==> config.mk <==
export PLATFORM = sky130hd
export DESIGN_NAME = alu_rr_arbiter
export DESIGN_NICKNAME = d
export VERILOG_FILES = /design/src/rtl/alu_rr_arbiter.sv
export SDC_FILE = /design/constraint.sdc
export NUM_CORES = 1
export LEC_CHECK = 0
export CORE_AREA = 3 3 162 164
export DETAILED_ROUTE_END_ITERATION = 7
export DIE_AREA = 0 0 165 167
export PLACE_DENSITY = 0.69
export SYNTH_ARGS = -nofsm -noshare
export SYNTH_HDL_FRONTEND = slang
export SYNTH_SLANG_ARGS = --single-unit
==> constraint.sdc <==
create_clock -name clk -period 10.98 [get_ports clk]
set_clock_uncertainty 0.05 [all_clocks]
set_input_delay 2.196 -clock clk [delete_from_list [all_inputs] [get_ports clk]]
set_output_delay 2.196 -clock clk [all_outputs]
set_load 0.01 [all_outputs]
==> src/rtl/alu_rr_arbiter.sv <==
// Round-robin front end that lets NUM_REQ requesters share one external ALU.
// Accepts one operation per cycle; the result returns to its owner two cycles after acceptance.
module alu_rr_arbiter #(
    parameter int NUM_REQ = 4,
    parameter int IDW     = $clog2(NUM_REQ)
) (
    input  logic                  clk,
    input  logic                  RESET,
    input  logic [NUM_REQ-1:0]    req_valid,
    input  logic [NUM_REQ*32-1:0] req_A,
    input  logic [NUM_REQ*32-1:0] req_B,
    input  logic [NUM_REQ*3-1:0]  req_F,
    output logic [NUM_REQ-1:0]    req_ready,
    output logic [31:0]           alu_A,
    output logic [31:0]           alu_B,
    output logic [2:0]            alu_F,
    input  logic [31:0]           alu_Y,
    input  logic                  alu_OVERFLOW,
    input  logic                  alu_ZERO,
    output logic [NUM_REQ-1:0]    resp_valid,
    output logic [31:0]           resp_Y,
    output logic                  resp_OVERFLOW,
    output logic                  resp_ZERO,
    output logic                  busy
);

    localparam logic [IDW:0] NREQ = (IDW+1)'(NUM_REQ);

    logic [IDW-1:0]     ptr_q, ptr_d;
    logic [31:0]        alu_a_q, alu_a_d;
    logic [31:0]        alu_b_q, alu_b_d;
    logic [2:0]         alu_f_q, alu_f_d;
    logic               s1_valid_q, s1_valid_d;
    logic [IDW-1:0]     s1_id_q, s1_id_d;
    logic [NUM_REQ-1:0] resp_valid_q, resp_valid_d;
    logic [31:0]        resp_y_q, resp_y_d;
    logic               resp_ovf_q, resp_ovf_d;
    logic               resp_zero_q, resp_zero_d;

    logic [NUM_REQ-1:0] rot_valid;
    logic [IDW-1:0]     grant_off;
    logic [IDW-1:0]     grant_idx;
    logic               grant_found;
    logic               accept;
    logic [IDW:0]       grant_sum;
    logic [IDW:0]       ptr_sum;
    logic [31:0]        sel_a;
    logic [31:0]        sel_b;
    logic [2:0]         sel_f;

    // Rotate the requests so the pointer position lands at bit 0, then pick the lowest set bit.
    always_comb begin
        rot_valid   = NUM_REQ'({req_valid, req_valid} >> ptr_q);
        grant_found = 1'b0;
        grant_off   = '0;
        for (int k = 0; k < NUM_REQ; k++) begin
            if (!grant_found && rot_valid[k]) begin
                grant_found = 1'b1;
                grant_off   = k[IDW-1:0];
            end
        end
        grant_sum = {1'b0, ptr_q} + {1'b0, grant_off};
        if (grant_sum >= NREQ) begin
            grant_sum = grant_sum - NREQ;
        end
        grant_idx = grant_sum[IDW-1:0];
        accept    = grant_found && !RESET;
        req_ready = accept ? (NUM_REQ'(1) << grant_idx) : '0;
    end

    always_comb begin
        sel_a = '0;
        sel_b = '0;
        sel_f = '0;
        for (int i = 0; i < NUM_REQ; i++) begin
            if (grant_idx == i[IDW-1:0]) begin
                sel_a = req_A[i*32 +: 32];
                sel_b = req_B[i*32 +: 32];
                sel_f = req_F[i*3 +: 3];
            end
        end
    end

    // Registers hold their last value when idle so the ALU inputs and the result stay quiet.
    always_comb begin
        ptr_sum = {1'b0, grant_idx} + (IDW+1)'(1);
        if (ptr_sum >= NREQ) begin
            ptr_sum = '0;
        end
        ptr_d        = accept ? ptr_sum[IDW-1:0] : ptr_q;
        alu_a_d      = accept ? sel_a : alu_a_q;
        alu_b_d      = accept ? sel_b : alu_b_q;
        alu_f_d      = accept ? sel_f : alu_f_q;
        s1_valid_d   = accept;
        s1_id_d      = accept ? grant_idx : s1_id_q;
        resp_valid_d = s1_valid_q ? (NUM_REQ'(1) << s1_id_q) : '0;
        resp_y_d     = s1_valid_q ? alu_Y : resp_y_q;
        resp_ovf_d   = s1_valid_q ? alu_OVERFLOW : resp_ovf_q;
        resp_zero_d  = s1_valid_q ? alu_ZERO : resp_zero_q;
    end

    always_ff @(posedge clk) begin
        if (RESET) begin
            ptr_q        <= '0;
            alu_a_q      <= '0;
            alu_b_q      <= '0;
            alu_f_q      <= '0;
            s1_valid_q   <= 1'b0;
            s1_id_q      <= '0;
            resp_valid_q <= '0;
            resp_y_q     <= '0;
            resp_ovf_q   <= 1'b0;
            resp_zero_q  <= 1'b0;
        end else begin
            ptr_q        <= ptr_d;
            alu_a_q      <= alu_a_d;
            alu_b_q      <= alu_b_d;
            alu_f_q      <= alu_f_d;
            s1_valid_q   <= s1_valid_d;
            s1_id_q      <= s1_id_d;
            resp_valid_q <= resp_valid_d;
            resp_y_q     <= resp_y_d;
            resp_ovf_q   <= resp_ovf_d;
            resp_zero_q  <= resp_zero_d;
        end
    end

    assign alu_A         = alu_a_q;
    assign alu_B         = alu_b_q;
    assign alu_F         = alu_f_q;
    assign resp_valid    = resp_valid_q;
    assign resp_Y        = resp_y_q;
    assign resp_OVERFLOW = resp_ovf_q;
    assign resp_ZERO     = resp_zero_q;
    assign busy          = s1_valid_q | (|resp_valid_q);

endmodule
# == Yosys cells after proc, flatten, opt, wreduce, memory -nomap -nowiden ==
# Index checks and enable logic that the tools add are counted.
# totals
reg_bits,110
input_bits,308
out_inout_bits,110
wordCells,56
# op_classes
addsub,3
n_lt_le_gt_ge,2
eq_ne,3
shift,3
muxes,22
n_bitwise,2
n_reduce_logical,11
# ops
cell,count
32-bit 2-to-1 mux,8
3-bit 2-to-1 mux,4
2-bit 2-to-1 mux,4
"1-bit by 2-bit left shift with 4-bit output, first input constant",2
8-bit by 2-bit >> shifter with 4-bit output,1
"3-bit >= comparator, second input constant",2
1-bit 2-to-1 mux,5
"2-bit == test, second input constant",2
1-bit logical AND,4
1-bit logical NOT,4
4-bit 2-to-1 mux,1
4-bit OR reduction,1
"2-bit by 1-bit adder with 3-bit output, second input constant",1
2-bit by 2-bit adder with 3-bit output,1
"2-bit by 1-bit == test with 1-bit output, second input constant",1
2-bit logical NOT,1
2-bit OR reduction,1
"2-bit by 1-bit subtractor with 2-bit output, second input constant",1
1-bit NOT,1
1-bit bitwise OR,1

# == Longest topological paths before layout ==
# logic_depth
ltp_word,19
ltp_mapped,17
depth_no_buf,14

# == Least setup slack after synthesis ==
# OpenSTA, ideal clock, no wires.
# synth_timing
path_type,input port to output port
from,in req_valid[0]
to,out req_ready[3]
arrival_time_ns,4.495
required_ns,8.734
slack_ns,4.239
stages,13
path_buffers,4
path_cell_list,buf_2 > nand2b_1 > o22ai_1 > o21ai_0 > nand2_1 > ha_1 > xnor2_1 > xor2_1 > ha_1 > clkbuf_1 > clkbuf_1 > buf_2 > and2_1
# synth_via
elab_chain_cells,16
word_cells_on_any_way,21
classes_between,add/sub: 2; order compare: 1; shift: 2; mux: 9; reduce/logical: 7
# synth_lines
item,line,text
from (decl),9,"input logic [NUM_REQ-1:0] req_valid,"
8-bit by 2-bit >> shifter with 4-bit output (*),53,"rot_valid = NUM_REQ'({req_valid, req_valid} >> ptr_q);"
1-bit 2-to-1 mux,57,if (!grant_found && rot_valid[k]) begin
1-bit logical NOT,57,
1-bit logical AND,57,
1-bit 2-to-1 mux,57,
1-bit logical NOT,57,
1-bit logical AND,57,
1-bit 2-to-1 mux,57,
1-bit logical NOT,57,
1-bit logical AND,57,
2-bit 2-to-1 mux (*),57,
2-bit by 2-bit adder with 3-bit output (*),62,"grant_sum = {1'b0, ptr_q} + {1'b0, grant_off};"
3-bit >= comparator / 2-bit by 1-bit subtractor with 2-bit output (equally long branches),"63, 64",
2-bit 2-to-1 mux (*),63,if (grant_sum >= NREQ) begin
via grant_sum[1],45,logic [IDW:0] grant_sum;
1-bit by 2-bit left shift with 4-bit output (*),68,req_ready = accept ? (NUM_REQ'(1) << grant_idx) : '0;
4-bit 2-to-1 mux (*),68,
to (decl),13,"output logic [NUM_REQ-1:0] req_ready,"
# The timed path passes the listed nets; every way through them passes the cells marked *.

# == Worst setup path in the final report ==
# layout_timing
from,in req_valid[2]
to,out req_ready[3]
# The elaborated chain is that of the path after synthesis.

==> impl_metrics.env <==
export IMPL_routed_wire_length_per_instance_um=17.4
export IMPL_cp_common_cell="sky130_fd_sc_hd__clkdlybuf4s50_1"
export IMPL_ys_seq_elements=110
export IMPL_synthesis_area_per_instance_um2=8.43
export IMPL_gpl_final_weighted_congestion=0.814
export IMPL_flow_area_growth_from_synthesis_pct=75.7
export IMPL_achievable_frequency_mhz=125
export IMPL_insertedDiodeCount=0
export IMPL_slew_viol_final=0
export IMPL_hold_path_class="reg2reg"
export IMPL_setup_total_negative_slack_ps=0
export IMPL_crit_path_top_delay_cell="sky130_fd_sc_hd__ha_4"
export IMPL_mapped_area_um2=6100
export IMPL_clock_root_buffer="sky130_fd_sc_hd__clkbuf_16"
export IMPL_yosysWarnings=0
export IMPL_cts_buffers_inserted=9
export IMPL_postSynth_topFlopCell="sky130_fd_sc_hd__dfxtp_1"
export IMPL_post_synth_inst_count=724
export IMPL_grt_antenna_before_repair=0
export IMPL_timing_setup_critical_path_class="in2out"
export IMPL_portBuffers=417
export IMPL_drive_above_1_share_pct=6.92
export IMPL_post_route_min_period_ps=7990
export IMPL_synth_lib_cells_used_distinct=39
export IMPL_critical_path_origin="req_valid[2]"
export IMPL_dr_first_iter_drc_count=318
export IMPL_groute_usage_overall_pct=16.6
export IMPL_critical_path_startpoint_type="input port"
export IMPL_cts_resized=0
export IMPL_routed_via_density=4.79
export IMPL_detailroute_via_count=6768
export IMPL_row_count=58
export IMPL_max_stage_delay_ps=680
export IMPL_crit_required_ps=8730
export IMPL_postRouteAntennaNets=0
export IMPL_clk_latency_ps=340
export IMPL_whs_ps=403
export IMPL_cts_max_level=3
export IMPL_post_route_drc_count=0
export IMPL_longest_clk_path_bufs=2
export IMPL_drt_pass1_iter_count=5
export IMPL_critPathCaptureType="primary output"
export IMPL_yosysSeqAreaShare_pct=36.1
export IMPL_post_cts_setup_buffers=0
export IMPL_final_core_utilization_pct=42.8
export IMPL_final_period_utilization_pct=72.7
export IMPL_layout_nets=1392
export IMPL_path_cells="clkdlybuf4s50_1 -> nor2_1 -> nor3_1 -> a21oi_1 -> nand2_1 -> ha_1 -> xnor2_1 -> xor2_1 -> ha_4 -> and2_1 -> clkdlybuf4s50_1"
export IMPL_detailedPlacementHpwl_um=18200
export IMPL_synth_net_count=1037
export IMPL_fp_dieH_um=167
export IMPL_timing_hold_worst_start="s1_id_q[0]"
export IMPL_synth_edf_count=0
export IMPL_clk_pin_slew_worst_paths_ps=100
export IMPL_final_hold_violation_count=0
export IMPL_cts_hold_buffers_added=0
export IMPL_crit_path_max_fanout=69
export IMPL_cap_viol_max_count=0
export IMPL_timing_critical_path_arrival_ps=5740
export IMPL_rsz0062_at_grt="false"
export IMPL_worstMarginPinSlew_ps=1130
export IMPL_cts_sinks=110
export IMPL_r2r_start="ptr_q[0]"
export IMPL_static_leakage_power_uw=0.00390
export IMPL_final_count_of_negative_setup_slack_endpoints=0
export IMPL_cts_tree="done"
export IMPL_start_util_pct=24.4
export IMPL_grt_start_max_net_pins=74
export IMPL_grt_pass1_vias=6562
export IMPL_slew_headroom_pct=24.9
export IMPL_die_area_um2=27600
export IMPL_grt_pass1_wl_um=36200
export IMPL_maximum_vdd_ir_drop_mv=0.211
export IMPL_grt_overflow_total=0
export IMPL_wirelength_um=24600
export IMPL_synth_async_reset_ratio_pct=0
export IMPL_power_density_nw_per_um2=256
export IMPL_path_delay_family="buffers and inverters"
export IMPL_outcome="finished, final reports clean"
export IMPL_core_area_um2=25000
export IMPL_chipWidth_um=165
export IMPL_num_io_pins=418
export IMPL_critical_path_buf_inv_count=2
final cells by class:
cell class / count / area (um^2)
Timing Repair Buffer: 424 / 4220
Tap cell: 330 / 413
Sequential cell: 110 / 2200
Fill cell: 2514 / 14300
Multi-Input combinational cell: 531 / 3540
Clock buffer: 9 / 225
Inverter: 3 / 11.3
Clock inverter: 7 / 104
cell usage in the layout (no fill, tap or decap), drive strengths merged, types with 2 or more instances in the layout:
master	synthesis	layout
nor2	111	111
a211oi	66	66
buf	31	8
nand2	10	10
a221oi	66	66
nor2b	69	69
a21oi	7	7
o2111ai	2	2
nor4	2	2
nor3	136	136
xnor2	2	2
ha	5	5
clkdlybuf4s50	0	416
clkbuf	49	9
dfxtp	110	110
mux2i	34	34
and2	4	4
clkinv	0	3
inv	3	7
cells by family (layout without fill, tap and decap cells):
| logic type | count (synthesis) | in the layout | synth area share, % |
|---|---|---|---|
| and+or+nand+nor | 340 | 340 | 30.7 |
| AOI/OAI and AO/OA | 149 | 149 | 19.7 |
| DFF | 110 | 110 | 36.1 |
| buffers and inverters | 83 | 443 | 6.50 |
| muxes | 34 | 34 | 5.57 |
| adders and majority gates | 5 | 5 | 1.02 |
| xor gates and xnor gates | 3 | 3 | 0.430 |
worst reg2reg max path, cell delays in order (launching register included):
cell and delay (ps):
sky130_fd_sc_hd__dfxtp_1 550, sky130_fd_sc_hd__or2b_1 280, sky130_fd_sc_hd__o41ai_1 420, sky130_fd_sc_hd__nor2_1 200
sky130_fd_sc_hd__xnor2_1 200, sky130_fd_sc_hd__ha_2 190, sky130_fd_sc_hd__buf_4 300, sky130_fd_sc_hd__nor2b_4 850
sky130_fd_sc_hd__buf_4 500, sky130_fd_sc_hd__a221oi_1 150, sky130_fd_sc_hd__nor3_1 390, sky130_fd_sc_hd__a211oi_1 100
sky130_fd_sc_hd__nor3_2 180
report_power, final:
part           internal [uW]  switching, uW  total [uW]
Clock                    170            184         354
Sequential               507           60.5         568
Combinational            854            974        1830
Total                   1530           1220        2750
cell usage after synthesis (2+ instances only):
| cell | count | area [um^2] |
|---|---|---|
| sky130_fd_sc_hd__xnor2_1 | 2 | 17.5 |
| sky130_fd_sc_hd__ha_1 | 5 | 62.6 |
| sky130_fd_sc_hd__nor3_2 | 40 | 400 |
| sky130_fd_sc_hd__mux2i_1 | 34 | 340 |
| sky130_fd_sc_hd__nand2_1 | 10 | 37.5 |
| sky130_fd_sc_hd__o2111ai_1 | 2 | 17.5 |
| sky130_fd_sc_hd__a21oi_1 | 7 | 35.0 |
| sky130_fd_sc_hd__nor2b_1 | 68 | 425 |
| sky130_fd_sc_hd__inv_1 | 3 | 11.3 |
| sky130_fd_sc_hd__a211oi_1 | 66 | 495 |
| sky130_fd_sc_hd__buf_1 | 3 | 11.3 |
| sky130_fd_sc_hd__nor2_1 | 111 | 417 |
| sky130_fd_sc_hd__buf_2 | 20 | 100 |
| sky130_fd_sc_hd__and2_1 | 4 | 25.0 |
| sky130_fd_sc_hd__clkbuf_1 | 49 | 184 |
| sky130_fd_sc_hd__buf_6 | 8 | 90.1 |
| sky130_fd_sc_hd__a221oi_1 | 66 | 578 |
| sky130_fd_sc_hd__nor3_1 | 96 | 480 |
| sky130_fd_sc_hd__dfxtp_1 | 110 | 2200 |
path summary, 6_finish.rpt:
check / slack, ps / end / cells past startpoint
setup / recovery: 2990 / req_ready[3] / 11
hold / removal: 400 / resp_valid[2] / 1
setup reg to reg: 6560 / alu_A[31] / 12
hold reg to reg: 400 / resp_valid[2] / 1
registers in the layout (all words and copies together) (netlist names):
| name | cells |
|---|---|
| resp_ZERO | 1 |
| ptr_q | 2 |
| alu_F | 3 |
| resp_valid | 4 |
| resp_OVERFLOW | 1 |
| s1_valid_q | 1 |
| alu_A | 32 |
| alu_B | 32 |
| resp_Y | 32 |
| s1_id_q | 2 |
stage by stage:
step | std cells | worst slack [ps] | cell area (um^2) | power, uW
6_report | 1414 | 2990 | 10700 | 2750
5_1_grt | 1414 | 2710 | 10700 | 2990
2_1_floorplan | 724 | 4240 | 6100 | 1820
3_3_place_gp | 1398 | 3030 | 10400 | 2410
4_1_cts | 1414 | 2960 | 10700 | 2800
3_5_place_dp | 1398 | 2970 | 10400 | 2440
layer usage:
metal	share of wire (%)	global-route usage [%]
met5	0	0
met4	1.3	3.46
met3	9.8	5.22
met2	50	29.9
met1	39	19.2
No activity file was read; power rests on OpenSTA's default activity.
